### config.mk
export PLATFORM = sky130hd
export DESIGN_NAME = pwm_multi_core
export DESIGN_NICKNAME = d
export VERILOG_FILES = /design/src/rtl/pwm_pkg.sv /design/src/rtl/pwm_timebase.sv /design/src/rtl/pwm_multi_core.sv
export SDC_FILE = /design/constraint.sdc
export NUM_CORES = 1
export LEC_CHECK = 0
export ABC_CLOCK_PERIOD_IN_PS = 8900
export BUFFER_PORTS_ARGS = -buffer_cell sky130_fd_sc_hd__clkbuf_2
export CAP_MARGIN = 20
export CORE_ASPECT_RATIO = 0.6
export CORE_MARGIN = 2
export CORE_UTILIZATION = 40
export DETAILED_ROUTE_END_ITERATION = 10
export HOLD_SLACK_MARGIN = 0.12
export PLACE_DENSITY = 0.57
export SYNTH_ARGS = -nofsm -noshare
export SYNTH_HDL_FRONTEND = slang
export SYNTH_SLANG_ARGS = --single-unit
### constraint.sdc
create_clock -name clk -period 8.9 [get_ports clk]
set_clock_uncertainty 0.1 [all_clocks]
set_input_delay 1.335 -clock clk [delete_from_list [all_inputs] [get_ports clk]]
set_output_delay 1.335 -clock clk [all_outputs]
set_load 0.01 [all_outputs]
### src/rtl/pwm_pkg.sv
// Shared constants and elaboration checks for the multi-channel PWM core.
package pwm_pkg;

  localparam logic MODE_EDGE   = 1'b0;
  localparam logic MODE_CENTER = 1'b1;

  localparam int unsigned DEFAULT_NUM_CH = 4;
  localparam int unsigned DEFAULT_CNT_W  = 32;
  localparam int unsigned MAX_NUM_CH     = 16;

  typedef enum logic {
    DirUp   = 1'b0,
    DirDown = 1'b1
  } dir_e;

  function automatic bit num_ch_ok(input int unsigned n);
    return (n >= 1) && (n <= MAX_NUM_CH);
  endfunction

  function automatic bit cnt_w_ok(input int unsigned w);
    return (w >= 8) && (w <= 32);
  endfunction

endpackage

### src/rtl/pwm_timebase.sv
// Shared PWM counter: edge-aligned sawtooth or center-aligned up/down,
// with terminal-cycle detect and a registered period_end pulse.
module pwm_timebase
  import pwm_pkg::*;
#(
  parameter int unsigned CNT_W = DEFAULT_CNT_W
) (
  input  logic             clk,
  input  logic             rst_n,
  input  logic             en,
  input  logic [CNT_W-1:0] period,
  input  logic             mode,
  output logic [CNT_W-1:0] cnt,
  output logic             terminal,
  output logic             period_end
);

  localparam logic [CNT_W-1:0] One = CNT_W'(1);

  logic [CNT_W-1:0] cnt_q, cnt_d;
  dir_e             dir_q, dir_d;
  logic             period_end_q;

  // Disabled or P=0 falls through to the defaults: counter 0, counting up.
  always_comb begin
    cnt_d = '0;
    dir_d = DirUp;
    if (en && (period != '0)) begin
      if (mode == MODE_EDGE) begin
        if (cnt_q < period) cnt_d = cnt_q + One;
      end else if (dir_q == DirUp) begin
        if (cnt_q < period) begin
          cnt_d = cnt_q + One;
        end else begin
          cnt_d = period - One;
          dir_d = (period != One) ? DirDown : DirUp;
        end
      end else if (cnt_q > One) begin
        cnt_d = cnt_q - One;
        dir_d = DirDown;
      end
    end
  end

  assign terminal = en && (cnt_d == '0);

  always_ff @(posedge clk) begin
    if (!rst_n) begin
      cnt_q        <= '0;
      dir_q        <= DirUp;
      period_end_q <= 1'b0;
    end else begin
      cnt_q        <= cnt_d;
      dir_q        <= dir_d;
      period_end_q <= terminal;
    end
  end

  assign cnt        = cnt_q;
  assign period_end = period_end_q;

endmodule

### src/rtl/pwm_multi_core.sv
// Multi-channel PWM: shadow/active register sets with boundary transfer,
// one shared timebase and per-channel compare/polarity output flops.
module pwm_multi_core
  import pwm_pkg::*;
#(
  parameter int unsigned NUM_CH = DEFAULT_NUM_CH,
  parameter int unsigned CNT_W  = DEFAULT_CNT_W
) (
  input  logic                    clk,
  input  logic                    rst_n,
  input  logic                    en,
  input  logic [CNT_W-1:0]        period,
  input  logic [NUM_CH*CNT_W-1:0] pulse_width,
  input  logic                    mode,
  input  logic [NUM_CH-1:0]       polarity,
  input  logic                    load,
  output logic                    load_done,
  output logic                    period_end,
  output logic [NUM_CH-1:0]       pwm
);

  if (!num_ch_ok(NUM_CH) || !cnt_w_ok(CNT_W)) begin : gen_param_check
    $error("pwm_multi_core: NUM_CH must be 1..16 and CNT_W 8..32");
  end

  logic [CNT_W-1:0]        sh_period_q, act_period_q;
  logic [NUM_CH*CNT_W-1:0] sh_width_q, act_width_q;
  logic                    sh_mode_q, act_mode_q;
  logic [NUM_CH-1:0]       sh_pol_q, act_pol_q;
  logic                    pending_q, load_done_q;
  logic [CNT_W-1:0]        cnt;
  logic                    terminal;
  logic                    transfer;

  pwm_timebase #(
    .CNT_W (CNT_W)
  ) u_timebase (
    .clk        (clk),
    .rst_n      (rst_n),
    .en         (en),
    .period     (act_period_q),
    .mode       (act_mode_q),
    .cnt        (cnt),
    .terminal   (terminal),
    .period_end (period_end)
  );

  // While disabled the counter already sits at 0, so any edge is a safe boundary.
  assign transfer = (terminal || !en) && (pending_q || load);

  always_ff @(posedge clk) begin
    if (!rst_n) begin
      sh_period_q  <= '0;
      sh_width_q   <= '0;
      sh_mode_q    <= MODE_EDGE;
      sh_pol_q     <= '0;
      act_period_q <= '0;
      act_width_q  <= '0;
      act_mode_q   <= MODE_EDGE;
      act_pol_q    <= '0;
      pending_q    <= 1'b0;
      load_done_q  <= 1'b0;
    end else begin
      if (load) begin
        sh_period_q <= period;
        sh_width_q  <= pulse_width;
        sh_mode_q   <= mode;
        sh_pol_q    <= polarity;
      end
      if (transfer) begin
        // A load coinciding with the boundary bypasses the shadow set.
        act_period_q <= load ? period      : sh_period_q;
        act_width_q  <= load ? pulse_width : sh_width_q;
        act_mode_q   <= load ? mode        : sh_mode_q;
        act_pol_q    <= load ? polarity    : sh_pol_q;
        pending_q    <= 1'b0;
      end else if (load) begin
        pending_q <= 1'b1;
      end
      load_done_q <= transfer;
    end
  end

  assign load_done = load_done_q;

  for (genvar i = 0; i < NUM_CH; i++) begin : gen_ch
    logic raw;
    logic pwm_q;

    assign raw = cnt < act_width_q[i*CNT_W +: CNT_W];

    always_ff @(posedge clk) begin
      if (!rst_n) begin
        pwm_q <= 1'b0;
      end else begin
        pwm_q <= en ? (raw ^ act_pol_q[i]) : act_pol_q[i];
      end
    end

    assign pwm[i] = pwm_q;
  end

endmodule

Yosys cells after proc, flatten, opt, wreduce, memory -nomap -nowiden
Cells that the tools add are included.

operators by class
  add/sub/neg operators = 3
  magnitude comparators = 6
  equality and inequality tests = 1
  bitwise gates (word level) = 5
  shifts and indexed selects = 0
  reductions and logical operators = 10
  multipliers = 0
  multiplexer cells = 18
  div/mod/pow operators = 0

operators with widths
  operator                                                                           count
  32-bit 2-to-1 mux                                                                  7
  32-bit less-than comparator                                                        5
  128-bit 2-to-1 mux                                                                 1
  32-bit by 1-bit subtractor with 32-bit output (second input constant)              2
  32-bit by 1-bit adder with 32-bit output (second input constant)                   1
  32-bit by 1-bit greater-than comparator with 1-bit output (second input constant)  1
  32-bit logical NOT                                                                 1
  32-bit by 1-bit != test with 1-bit output (second input constant)                  1
  32-bit nonzero test                                                                1
  1-bit 2-to-1 mux                                                                   9
  4-bit 2-to-1 mux                                                                   1
  1-bit XOR                                                                          4
  1-bit logical AND                                                                  3
  3-bit AND reduction                                                                1
  1-bit logical OR                                                                   2
  2-bit OR reduction                                                                 1
  1-bit logical NOT                                                                  1
  1-bit NOT                                                                          1

storage, ports and cells
  logic and storage cells = 60
  bits of input ports = 169
  bits in writable memories = 0
  output and inout port bits = 6
  register bits after elaboration = 370
  bits in latches = 0
  memories = 0
  ROM bits = 0

Depth between registers and ports, before layout
Gate-level depths: netlist of the first run.

  depth in word-level cells = 10
  depth in mapped cells = 18

By module
From an unflattened synthesis of the first run, not the netlist that was laid out.

second synthesis, totals
  cell total of the unflattened synthesis = 2194
  area total of the unflattened synthesis = 19127.1 um2

by module, submodules not included
  module          instances  seq. area each (um2)  cells each  area each (um2)
  pwm_multi_core  1          6726.5                1531        14412.6
  pwm_timebase    1          680.7                 663         4714.5

Least setup slack after synthesis of the first run
OpenSTA, ideal clock, no wires.

  path type = reg-to-reg
  start = register u_timebase.cnt_q[2] (netlist: u_timebase.cnt[2])
  end = register act_period_q[16]
  path slack = 4377 ps
  setup time = 121 ps
  cell stages (with the launch flop) = 15
  arrival = 4302 ps
  period minus slack after synthesis = 4523 ps
  path through = dfxtp_1 > clkbuf_1 > nand4_1 > or4_1 > nor3_1 > nand3_1 > xnor2_1 > a31oi_1 > a21oi_1 > or4_1 > or4_4 > nor4b_4 > buf_6 > buf_6 > mux2_2

between the ends
  word-level cells in the longest chain between the ends = 9
  elaborated cells between the ends (all ways) = 14
  classes of those cells = add/sub (2); order compare (2); mux (6); reduce/logical (4)

ends and longest elaborated chain
  element                                                                 RTL line                                text
  from (decl)                                                             pwm_timebase.sv:20                      logic [CNT_W-1:0] cnt_q, cnt_d;
  from (signal assigned)                                                  pwm_timebase.sv:53                      cnt_q <= cnt_d;
  32-bit by 1-bit adder with 32-bit output, or another cell as far along  pwm_timebase.sv:30, pwm_timebase.sv:33
  32-bit 2-to-1 mux (on tied branches)                                    pwm_timebase.sv:32, pwm_timebase.sv:38
  32-bit 2-to-1 mux                                                       pwm_timebase.sv:31                      end else if (dir_q == DirUp) begin
  32-bit 2-to-1 mux (*)                                                   pwm_timebase.sv:29                      if (mode == MODE_EDGE) begin
  32-bit 2-to-1 mux (*)                                                   pwm_timebase.sv:28                      if (en && (period != '0)) begin
  32-bit logical NOT (*)                                                  pwm_timebase.sv:45                      assign terminal = en && (cnt_d == '0);
  1-bit logical AND (*)                                                   pwm_timebase.sv:45
  1-bit logical OR (*)                                                    pwm_multi_core.sv:49                    assign transfer = (terminal || !en) && (pending_q || load);
  1-bit logical AND (*)                                                   pwm_multi_core.sv:49
  to (signal assigned)                                                    pwm_multi_core.sv:72                    act_period_q <= load ? period : sh_period_q;
  to (decl)                                                               pwm_multi_core.sv:26                    logic [CNT_W-1:0] sh_period_q, act_period_q;

Every way passes the cells marked *; elsewhere a longest branch is shown, timed or not.
A chain may end at the register's enable or synchronous reset.

Final worst setup path of the first run
  start = register u_timebase.cnt_q[5] (netlist: u_timebase.cnt[5])
  end = register act_pol_q[0]

between the ends
  word-level cells in the longest chain between the ends = 9
  elaborated cells between the ends (all ways) = 14
  classes of those cells = add/sub (2); order compare (2); mux (6); reduce/logical (4)

ends and longest elaborated chain
  element                                                                 RTL line                                text
  32-bit by 1-bit adder with 32-bit output, or another cell as far along  pwm_timebase.sv:30, pwm_timebase.sv:33
  32-bit 2-to-1 mux (on tied branches)                                    pwm_timebase.sv:32, pwm_timebase.sv:38
  32-bit 2-to-1 mux                                                       pwm_timebase.sv:31
  32-bit 2-to-1 mux (*)                                                   pwm_timebase.sv:29
  32-bit 2-to-1 mux (*)                                                   pwm_timebase.sv:28
  32-bit logical NOT (*)                                                  pwm_timebase.sv:45
  1-bit logical AND (*)                                                   pwm_timebase.sv:45
  1-bit logical OR (*)                                                    pwm_multi_core.sv:49
  1-bit logical AND (*)                                                   pwm_multi_core.sv:49
  to (signal assigned)                                                    pwm_multi_core.sv:75                    act_pol_q <= load ? polarity : sh_pol_q;
  to (decl)                                                               pwm_multi_core.sv:29                    logic [NUM_CH-1:0] sh_pol_q, act_pol_q;

Marks and branches as above.

==> impl_metrics.env, run 1 <==
export IMPL_status="finished clean"
export IMPL_fmax_mhz=159
export IMPL_grt_pass1_wl_um=95200
export IMPL_required_ns=9.23
export IMPL_drive_gt1_frac=0.135
export IMPL_dp_cells=2935
export IMPL_r2r_end="act_pol_q[0]"
export IMPL_path_clk_slew_ns=0.06
export IMPL_yosysSeqAreaShare=0.361
export IMPL_track_usage=0.233
export IMPL_initial_core_util=0.404
export IMPL_hpwl_um=45900
export IMPL_holdPathStages=2
export IMPL_critPathKind="reg -> reg"
export IMPL_ir_worst_vdd_mv=0.445
export IMPL_nNetsFinal=2611
export IMPL_cts_buffers=37
export IMPL_setup_viol=0
export IMPL_syn2layout_area_growth_pct=13.4
export IMPL_via_count=15815
export IMPL_drtIter0Drc=1200
export IMPL_synthCells=2145
export IMPL_cts_tree="done"
export IMPL_coreArea_um2=50800
export IMPL_critPathCaptureType="flop"
export IMPL_root_buffer="clkbuf_16"
export IMPL_max_cap_viol_count=0
export IMPL_fin_crit_sh=0.707
export IMPL_layout_commonest_cell="dfxtp_1"
export IMPL_io_pins=175
export IMPL_worstRegToRegCells=12
export IMPL_grt_max_degree=234
export IMPL_htree_num_levels=2
export IMPL_synth_area_leaders="dfxtp_1 (36%), ha_1 (9.8%), mux2i_1 (8.2%)"
export IMPL_syn_avg_cell_area_um2=9.56
export IMPL_place_area_um2=22000
export IMPL_report_final_slew_viol_count=0
export IMPL_netlist_area_leader_share=0.361
export IMPL_worst_pin_slew_ns=1.11
export IMPL_fin_util=0.458
export IMPL_final_cells=3000
export IMPL_rows=64
export IMPL_wl_um=62700
export IMPL_synth_ff_type="dfxtp_1"
export IMPL_leakage_nw=10.6
export IMPL_power_density_nw_per_um2=352
export IMPL_gp_congestion=1.01
export IMPL_hold_path_end="sh_width_q[64]"
export IMPL_fp_dieH_um=179
export IMPL_grt_pass1_vias=15515
export IMPL_grt_overflow=0
export IMPL_drc_errors=0
export IMPL_finalHoldViolCount=0
export IMPL_final_area_um2=23300
export IMPL_via_per_inst=5.27
export IMPL_synth_cell_types=69
export IMPL_layout_common_cells="dfxtp_1 (370), nor2b_1 (187), and2_1 (184), clkbuf_2 (172), inv_1 (170)"
export IMPL_hold_path_class="reg -> reg"
export IMPL_r2r_start="u_timebase.cnt[5]"
export IMPL_hp_start="sh_width_q[64]"
export IMPL_synth_edf_count=0
export IMPL_ctsHoldBuffers=0
export IMPL_syn_area_um2=20500
export IMPL_wl_per_cell_um=20.9
export IMPL_start_kind="flop"
export IMPL_final_setup_tns_ns=0
export IMPL_ys_ff_latch=370
export IMPL_critPathMaxFanout=71
export IMPL_ys_async_sr_fraction=0
export IMPL_ant_nets=0
export IMPL_cts_setup_buffers=0
export IMPL_first_pass_iters=5
export IMPL_rsz0062_at_grt="no"
export IMPL_synth_fp_nets=2475
export IMPL_num_antenna_cells=0
export IMPL_cts_resized=0
export IMPL_worstPathArrival_ns=6.62
export IMPL_numClockSinks=370
export IMPL_clk_latency_ns=0.55
export IMPL_die_area_um2=53200
export IMPL_yosys_warnings=0
export IMPL_die_w_um=296
export IMPL_antenna_found_initial=2
export IMPL_yosysTopAreaCell="dfxtp_1"
export IMPL_r2r_setup_slack_ns=2.61
export IMPL_period_minus_slack_ns=6.29
export IMPL_clockBufferDepth=3
export IMPL_slew_headroom=0.256
export IMPL_port_buffers=174
flip-flops by register name, summed over array words and instances (netlist names):
| signal | flops |
|---|---|
| u_timebase.period_end | 1 |
| u_timebase.cnt | 32 |
| u_timebase.dir_q | 1 |
| sh_mode_q | 1 |
| load_done | 1 |
| pending_q | 1 |
| act_period_q | 32 |
| gen_ch.pwm_q | 4 |
| act_width_q | 128 |
| sh_period_q | 32 |
| act_mode_q | 1 |
| act_pol_q | 4 |
| sh_pol_q | 4 |
| sh_width_q | 128 |
how the worst max path moves through the flow:
stage	start	endpoint	slack [ns]	cells past startpoint
final	u_timebase.cnt[5]	act_pol_q[0]	2.61	12
after global routing	u_timebase.cnt[5]	act_period_q[29]	2.41	12
after CTS	u_timebase.cnt[5]	act_width_q[2]	2.76	12
after detailed placement	u_timebase.cnt[5]	act_period_q[29]	2.79	12
after global placement	u_timebase.cnt[2]	act_pol_q[0]	2.76	12
after floorplan	u_timebase.cnt[2]	act_period_q[16]	4.38	14
logic make-up (layout without fill, tap and decap cells):
| kind of cell | after synthesis | count (layout) | synth area share |
|---|---|---|---|
| compound gates | 242 | 242 | 0.0796 |
| xor+xnor | 68 | 68 | 0.0290 |
| fa+ha+maj | 161 | 161 | 0.0982 |
| buf+inv | 277 | 439 | 0.0579 |
| flops | 370 | 370 | 0.361 |
| mux | 336 | 336 | 0.174 |
| simple gates | 691 | 691 | 0.200 |
area by class of cell:
cell class | count | area (µm²)
Inverter | 170 | 638
Multi-Input combinational cell | 1498 | 11900
Clock inverter | 10 | 186
Timing Repair Buffer | 204 | 1140
Clock buffer | 55 | 1100
Fill cell | 4934 | 27500
Sequential cell | 370 | 7410
Tap cell | 693 | 867
where the power goes:
| part | switching, mW | internal, mW | leakage (nW) |
|---|---|---|---|
| combinational | 2.54 | 1.67 | 6.97 |
| clock | 0.678 | 1.00 | 0.627 |
| sequential | 0.252 | 2.03 | 3.03 |
| total | 3.47 | 4.71 | 10.6 |
critical path, stage by stage (launching register included):
cell	delay [ns]
dfxtp_1	0.92
nand3_1	0.28
or4_1	0.77
nor3_1	0.48
nand3_1	0.15
xnor2_1	0.19
a31oi_1	0.28
a21oi_1	0.16
or4_1	0.63
or4_4	0.62
nor4b_4	0.31
buf_4	0.77
mux2_2	0.41
synth_stat cells, types with 4 or more instances:
library cell	count
buf_6	17
buf_4	4
o211ai_1	4
mux2_1	136
xnor2_1	55
clkbuf_1	67
a21oi_1	53
a211oi_1	6
xor2_1	13
nand3_1	32
nor2b_1	187
nor4_1	29
o31ai_1	4
and2_1	184
a311oi_1	4
or4_1	12
nor2_1	59
mux2_2	31
and4_1	4
a31oi_1	15
o22ai_1	8
o21a_1	6
dfxtp_1	370
buf_1	15
nor3_1	30
ha_1	161
buf_2	4
mux2i_1	169
nand4_1	37
and3_1	10
a221oi_1	9
nand2_1	56
o41ai_1	4
or3_1	13
inv_1	170
a211o_1	4
a21o_1	62
o21ai_0	36
nand2b_1	14
o32a_1	4
routing by layer:
layer | share of wire | vias to the layer above | GRT usage
met5 | 0 | - | 0
li1 | - | 7677 | -
met4 | 0.022 | 0 | 0.0511
met2 | 0.38 | 549 | 0.316
met3 | 0.077 | 89 | 0.0459
met1 | 0.52 | 7500 | 0.370
through the flow:
| step | setup WS (ns) | power (mW) | hold slack [ns] |
|---|---|---|---|
| global placement | 2.76 | 6.46 | 0.410 |
| CTS | 2.76 | 8.18 | 0.427 |
| global route | 2.41 | 8.68 | 0.442 |
| detailed placement | 2.79 | 6.46 | 0.417 |
| finish | 2.61 | 8.18 | 0.421 |
| floorplan | 4.38 | 5.40 | 0.389 |
Power figures use the tool's default switching activity.
==> run 2, diff against run 1 <==
--- a/config.mk
+++ b/config.mk
@@ -5,7 +5,7 @@
 export SDC_FILE = /design/constraint.sdc
 export NUM_CORES = 1
 export LEC_CHECK = 0
-export ABC_CLOCK_PERIOD_IN_PS = 8900
+export ABC_CLOCK_PERIOD_IN_PS = 6300
 export BUFFER_PORTS_ARGS = -buffer_cell sky130_fd_sc_hd__clkbuf_2
 export CAP_MARGIN = 20
 export CORE_ASPECT_RATIO = 0.6
==> constraint.sdc (replaced) <==
create_clock -name clk -period 6.3 [get_ports clk]
set_clock_uncertainty 0.1 [all_clocks]
set_input_delay 0.945 -clock clk [delete_from_list [all_inputs] [get_ports clk]]
set_output_delay 0.945 -clock clk [all_outputs]
set_load 0.01 [all_outputs]
==> impl_metrics.env, run 2 (same netlist as run 1, synthesis figures left out) <==
export IMPL_gp_congestion=0.999
export IMPL_ir_worst_vdd_mv=0.231
export IMPL_reg_top3="act_width_q: 128 flops, sh_width_q: 128 flops"
export IMPL_ctsHoldBuffers=0
export IMPL_hpwl_um=47600
export IMPL_wl_per_cell_um=20.8
export IMPL_cts_tree="done"
export IMPL_slowest_delay_ns=0.94
export IMPL_clk_latency_ns=0.57
export IMPL_drtIter0Drc=1265
export IMPL_clockBufferDepth=3
export IMPL_rows=64
export IMPL_r2r_setup_slack_ns=0.71
export IMPL_period_minus_slack_ns=5.59
export IMPL_track_usage=0.235
export IMPL_htree_num_levels=2
export IMPL_die_area_um2=53200
export IMPL_setup_ws_ns=0.709
export IMPL_cts_setup_buffers=0
export IMPL_cts_buffers=39
export IMPL_numClockSinks=370
export IMPL_status="finished clean"
export IMPL_top_layer_used="met5"
export IMPL_critPathCaptureType="flop"
export IMPL_num_antenna_cells=0
export IMPL_required_ns=6.63
export IMPL_path_clk_slew_ns=0.06
export IMPL_report_final_slew_viol_count=0
export IMPL_grt_overflow=0
export IMPL_critPathKind="reg -> reg"
export IMPL_die_w_um=296
export IMPL_finalHoldViolCount=0
export IMPL_worstPathArrival_ns=5.92
export IMPL_fin_crit_sh=0.887
export IMPL_crit_buf_inv=3
export IMPL_first_pass_iters=5
export IMPL_slowest_stage="dfxtp_1"
export IMPL_via_per_inst=5.24
export IMPL_whs_ns=0.423
export IMPL_critPathMaxFanout=27
export IMPL_layout_common_cells="dfxtp_1 (370), nor2b_1 (187), and2_1 (184), clkbuf_2 (172), inv_1 (170)"
export IMPL_wl_met1_um=31100
export IMPL_antenna_found_initial=6
export IMPL_grt_pass1_vias=15858
export IMPL_drive_gt1_frac=0.155
export IMPL_hold_path_class="reg -> reg"
export IMPL_met2WireLength_um=24800
export IMPL_max_cap_viol_count=0
export IMPL_drc_errors=0
export IMPL_grt_pass1_wl_um=95700
export IMPL_coreArea_um2=50800
export IMPL_initial_core_util=0.404
export IMPL_routed_wl_met3_um=6130
export IMPL_nNetsFinal=2655
export IMPL_grt_max_degree=145
export IMPL_io_pins=175
export IMPL_fmax_mhz=179
export IMPL_dp_slack_ns=0.868
export IMPL_worst_pin_slew_ns=1.20
export IMPL_rsz0062_at_grt="no"
export IMPL_port_buffers=174
export IMPL_cp_top_family="simple AND/OR/NAND/NOR gates"
export IMPL_power_density_nw_per_um2=510
export IMPL_layout_commonest_cell="dfxtp_1"
export IMPL_leakage_nw=10.9
export IMPL_root_buffer="clkbuf_16"
export IMPL_setup_viol=0
export IMPL_slew_headroom=0.195
export IMPL_cts_resized=0
export IMPL_via_count=15951
export IMPL_ant_nets=0
export IMPL_crit_chain="ha_1 > nand4_1 > o41ai_1 > a21oi_1 > buf_4 > a31oi_1 > a21oi_1 > or4_1 > or4_4 > nor4b_4 > buf_12 > buf_12 > mux2_1"
export IMPL_fp_dieH_um=179
export IMPL_syn2layout_area_growth_pct=15.7
export IMPL_final_setup_tns_ns=0
export IMPL_start_kind="flop"
export IMPL_wl_um=63300
## run 2: changes by cell type in the layout (fill, tap and decap cells not counted), sizes merged
| cell | delta |
|---|---|
| clkinvlp | +1 |
| buf | +42 |
| bufinv | +1 |
| clkinv | +5 |
| clkbuf | -4 |
## run 2: path summary, 6_finish.rpt
check                      from              end  cells past startpoint
min reg2reg      sh_width_q[50]   sh_width_q[50]                      2
max          u_timebase.cnt[15]  act_width_q[98]                     13
max reg2reg  u_timebase.cnt[15]  act_width_q[98]                     13
min              sh_width_q[50]   sh_width_q[50]                      2
## run 2: per-stage QoR
step,area [µm²],util,std cells,power [mW]
after floorplan,20500,-,2145,7.62
after global placement,22300,0.440,2977,9.45
after detailed placement,22300,0.440,2977,9.49
after CTS,23700,0.467,3045,12.1
after global routing,23700,0.467,3045,12.8
final,23700,0.467,3045,12.1
## run 2: layout make-up
| class | count | area, µm² |
|---|---|---|
| sequential | 370 | 7410 |
| fill | 4884 | 27000 |
| inverter | 170 | 638 |
| timing repair buffer | 246 | 1500 |
| clock buffer | 51 | 1130 |
| clock inverter | 17 | 270 |
| multi-input combinational | 1498 | 11900 |
| tap | 693 | 867 |
## run 2: routing by layer
| metal | global-route usage | vias to the layer above |
|---|---|---|
| met4 | 0.0479 | 2 |
| met5 | 0 | - |
| met2 | 0.331 | 586 |
| met1 | 0.352 | 7500 |
| li1 | - | 7772 |
| met3 | 0.0687 | 91 |
## run 2: worst reg2reg max path, stage by stage (launching register included)
cell	delay [ns]
dfxtp_1	0.94
ha_1	0.29
nand4_1	0.14
o41ai_1	0.71
a21oi_1	0.34
buf_4	0.30
a31oi_1	0.30
a21oi_1	0.13
or4_1	0.53
or4_4	0.59
nor4b_4	0.31
buf_12	0.23
buf_12	0.21
mux2_1	0.35
## run 2: power breakdown
group          switching, mW  total, mW  internal (mW)  leakage, nW
logic                   3.57       6.31           2.74         7.19
registers              0.394       3.27           2.88         3.03
clock network           1.02       2.54           1.52        0.690
==> run 3, diff against run 2 <==
--- a/config.mk
+++ b/config.mk
@@ -10,10 +10,10 @@
 export CAP_MARGIN = 20
 export CORE_ASPECT_RATIO = 0.6
 export CORE_MARGIN = 2
-export CORE_UTILIZATION = 40
+export CORE_UTILIZATION = 31
 export DETAILED_ROUTE_END_ITERATION = 10
 export HOLD_SLACK_MARGIN = 0.12
-export PLACE_DENSITY = 0.57
+export PLACE_DENSITY = 0.47
 export SYNTH_ARGS = -nofsm -noshare
 export SYNTH_HDL_FRONTEND = slang
 export SYNTH_SLANG_ARGS = --single-unit
==> impl_metrics.env, run 3 (same netlist as run 1, synthesis figures left out) <==
export IMPL_port_buffers=174
export IMPL_numClockSinks=370
export IMPL_slowest_delay_ns=0.92
export IMPL_ir_worst_vdd_mv=0.501
export IMPL_cts_resized=0
export IMPL_grt_use_met3=0.0282
export IMPL_crit_buf_inv=3
export IMPL_coreArea_um2=65000
export IMPL_grt_use_met1=0.308
export IMPL_leakage_nw=10.8
export IMPL_required_ns=6.65
export IMPL_power_share_switching=0.419
export IMPL_setup_viol=0
export IMPL_ctsHoldBuffers=0
export IMPL_p_sw_mw=4.93
export IMPL_via_count=15940
export IMPL_power_mw=11.7
export IMPL_power_frac_comb=0.517
export IMPL_grt_pass1_wl_um=103000
export IMPL_final_setup_tns_ns=0
export IMPL_cts_tree="done"
export IMPL_layout_commonest_cell="dfxtp_1"
export IMPL_setup_ws_ns=0.298
export IMPL_clk_latency_ns=0.58
export IMPL_critPathCaptureType="flop"
export IMPL_drtIter0Drc=980
export IMPL_critPathKind="reg -> reg"
export IMPL_root_buffer="clkbuf_16"
export IMPL_finalHoldViolCount=0
export IMPL_whs_ns=0.423
export IMPL_place_area_um2=22400
export IMPL_worstPathArrival_ns=6.35
export IMPL_grt_pass1_vias=16302
export IMPL_drive_gt1_frac=0.147
export IMPL_gp_congestion=0.957
export IMPL_htree_num_levels=2
export IMPL_fmax_mhz=167
export IMPL_reg_top3="act_width_q: 128 flops, sh_width_q: 128 flops"
export IMPL_initial_core_util=0.316
export IMPL_dp_slack_ns=0.447
export IMPL_period_minus_slack_ns=6.00
export IMPL_syn2layout_area_growth_pct=15.9
export IMPL_cpMostUsedCell="a21oi_1"
export IMPL_critPathMaxFanout=53
export IMPL_io_pins=175
export IMPL_start_kind="flop"
export IMPL_use_met2=0.297
export IMPL_die_w_um=336
export IMPL_layout_common_cells="dfxtp_1 (370), nor2b_1 (187), and2_1 (184), clkbuf_2 (172), inv_1 (170)"
export IMPL_wl_per_cell_um=21.4
export IMPL_grt_overflow=0
export IMPL_cts_setup_buffers=0
export IMPL_via_per_inst=4.94
export IMPL_max_cap_viol_count=0
export IMPL_clockBufferDepth=3
export IMPL_ant_nets=0
export IMPL_cts_buffers=40
export IMPL_worst_pin_slew_ns=1.07
export IMPL_rsz0062_at_grt="no"
export IMPL_crit_chain="ha_1 > a21oi_1 > o21ai_0 > a21oi_1 > o41ai_1 > a21oi_1 > buf_4 > nor3_1 > a311oi_1 > a31oi_1 > or4_1 > nor4b_4 > buf_4 > buf_12 > mux2_1"
export IMPL_power_density_nw_per_um2=494
export IMPL_drc_errors=0
export IMPL_final_area_um2=23800
export IMPL_clockPowerShare=0.210
export IMPL_slew_headroom=0.282
export IMPL_report_final_slew_viol_count=0
export IMPL_internal_power_mw=6.82
export IMPL_grt_max_degree=164
export IMPL_rows=72
export IMPL_hpwl_um=50800
export IMPL_wl_um=69100
export IMPL_p_seq_frac=0.273
export IMPL_hold_path_class="reg -> reg"
export IMPL_fin_crit_sh=0.953
export IMPL_track_usage=0.202
export IMPL_cp_top_family="compound AO/OA/AOI/OAI gates"
export IMPL_first_pass_iters=5
export IMPL_die_area_um2=68300
export IMPL_path_clk_slew_ns=0.06
export IMPL_antenna_found_initial=6
export IMPL_status="finished clean"
export IMPL_slowest_stage="dfxtp_1"
export IMPL_nNetsFinal=2640
export IMPL_busiest_layer="met1"
export IMPL_fp_dieH_um=203
run 3: changes by cell type in the layout (fill, tap and decap cells not counted), sizes merged:
| cell | previous run | this run |
|---|---|---|
| buf | 74 | 57 |
| clkinv | 8 | 7 |
| clkinvlp | 1 | 3 |
| bufinv | 6 | 4 |
| clkbuf | 223 | 228 |
| diode | 0 | 1 |
| inv | 172 | 171 |
run 3: area by class of cell:
type	count	area, µm²
antenna	1	2.50
clock buffer	55	1140
clock inverter	15	194
fill	6620	41200
inverter	170	638
multi-input combinational	1498	11900
sequential	370	7410
tap	888	1110
timing repair buffer	230	1360
run 3: power by group through the flow:
stage,registers (mW),clock network [mW],logic (mW)
2_1_floorplan,3.13,0,4.49
3_3_place_gp,3.25,0,6.01
3_5_place_dp,3.26,0,6.04
4_1_cts,3.21,2.56,6.08
5_1_grt,3.28,2.64,6.62
6_report,3.21,2.46,6.07
run 3: layer usage:
layer	wire, µm	up-vias
met5	0	-
met4	1530	0
met3	3690	93
met2	27900	437
met1	35900	7670
li1	-	7740
run 3: path summary, 6_finish.rpt:
| check | slack, ns | cells after the start | startpoint | end |
|---|---|---|---|---|
| worst max-delay path | 0.30 | 15 | u_timebase.cnt[15] | act_width_q[27] |
| worst min-delay path | 0.42 | 2 | sh_width_q[61] | sh_width_q[61] |
| worst max register to register | 0.30 | 15 | u_timebase.cnt[15] | act_width_q[27] |
| worst min register to register | 0.42 | 2 | sh_width_q[61] | sh_width_q[61] |
run 3: worst reg2reg max path, stage by stage, from the launching register on:
cell      delay [ns]
dfxtp_1         0.92
ha_1            0.43
a21oi_1         0.14
o21ai_0         0.09
a21oi_1         0.25
o41ai_1         0.20
a21oi_1         0.54
buf_4           0.37
nor3_1          0.10
a311oi_1        0.46
a31oi_1         0.31
or4_1           0.67
nor4b_4         0.39
buf_4           0.21
buf_12          0.25
mux2_1          0.44
run 3: through the flow:
stage                util  instances
detailed placement  0.345       3156
CTS                 0.366       3226
global placement    0.345       3156
global route        0.366       3226
finish              0.366       3227
floorplan               -       2145
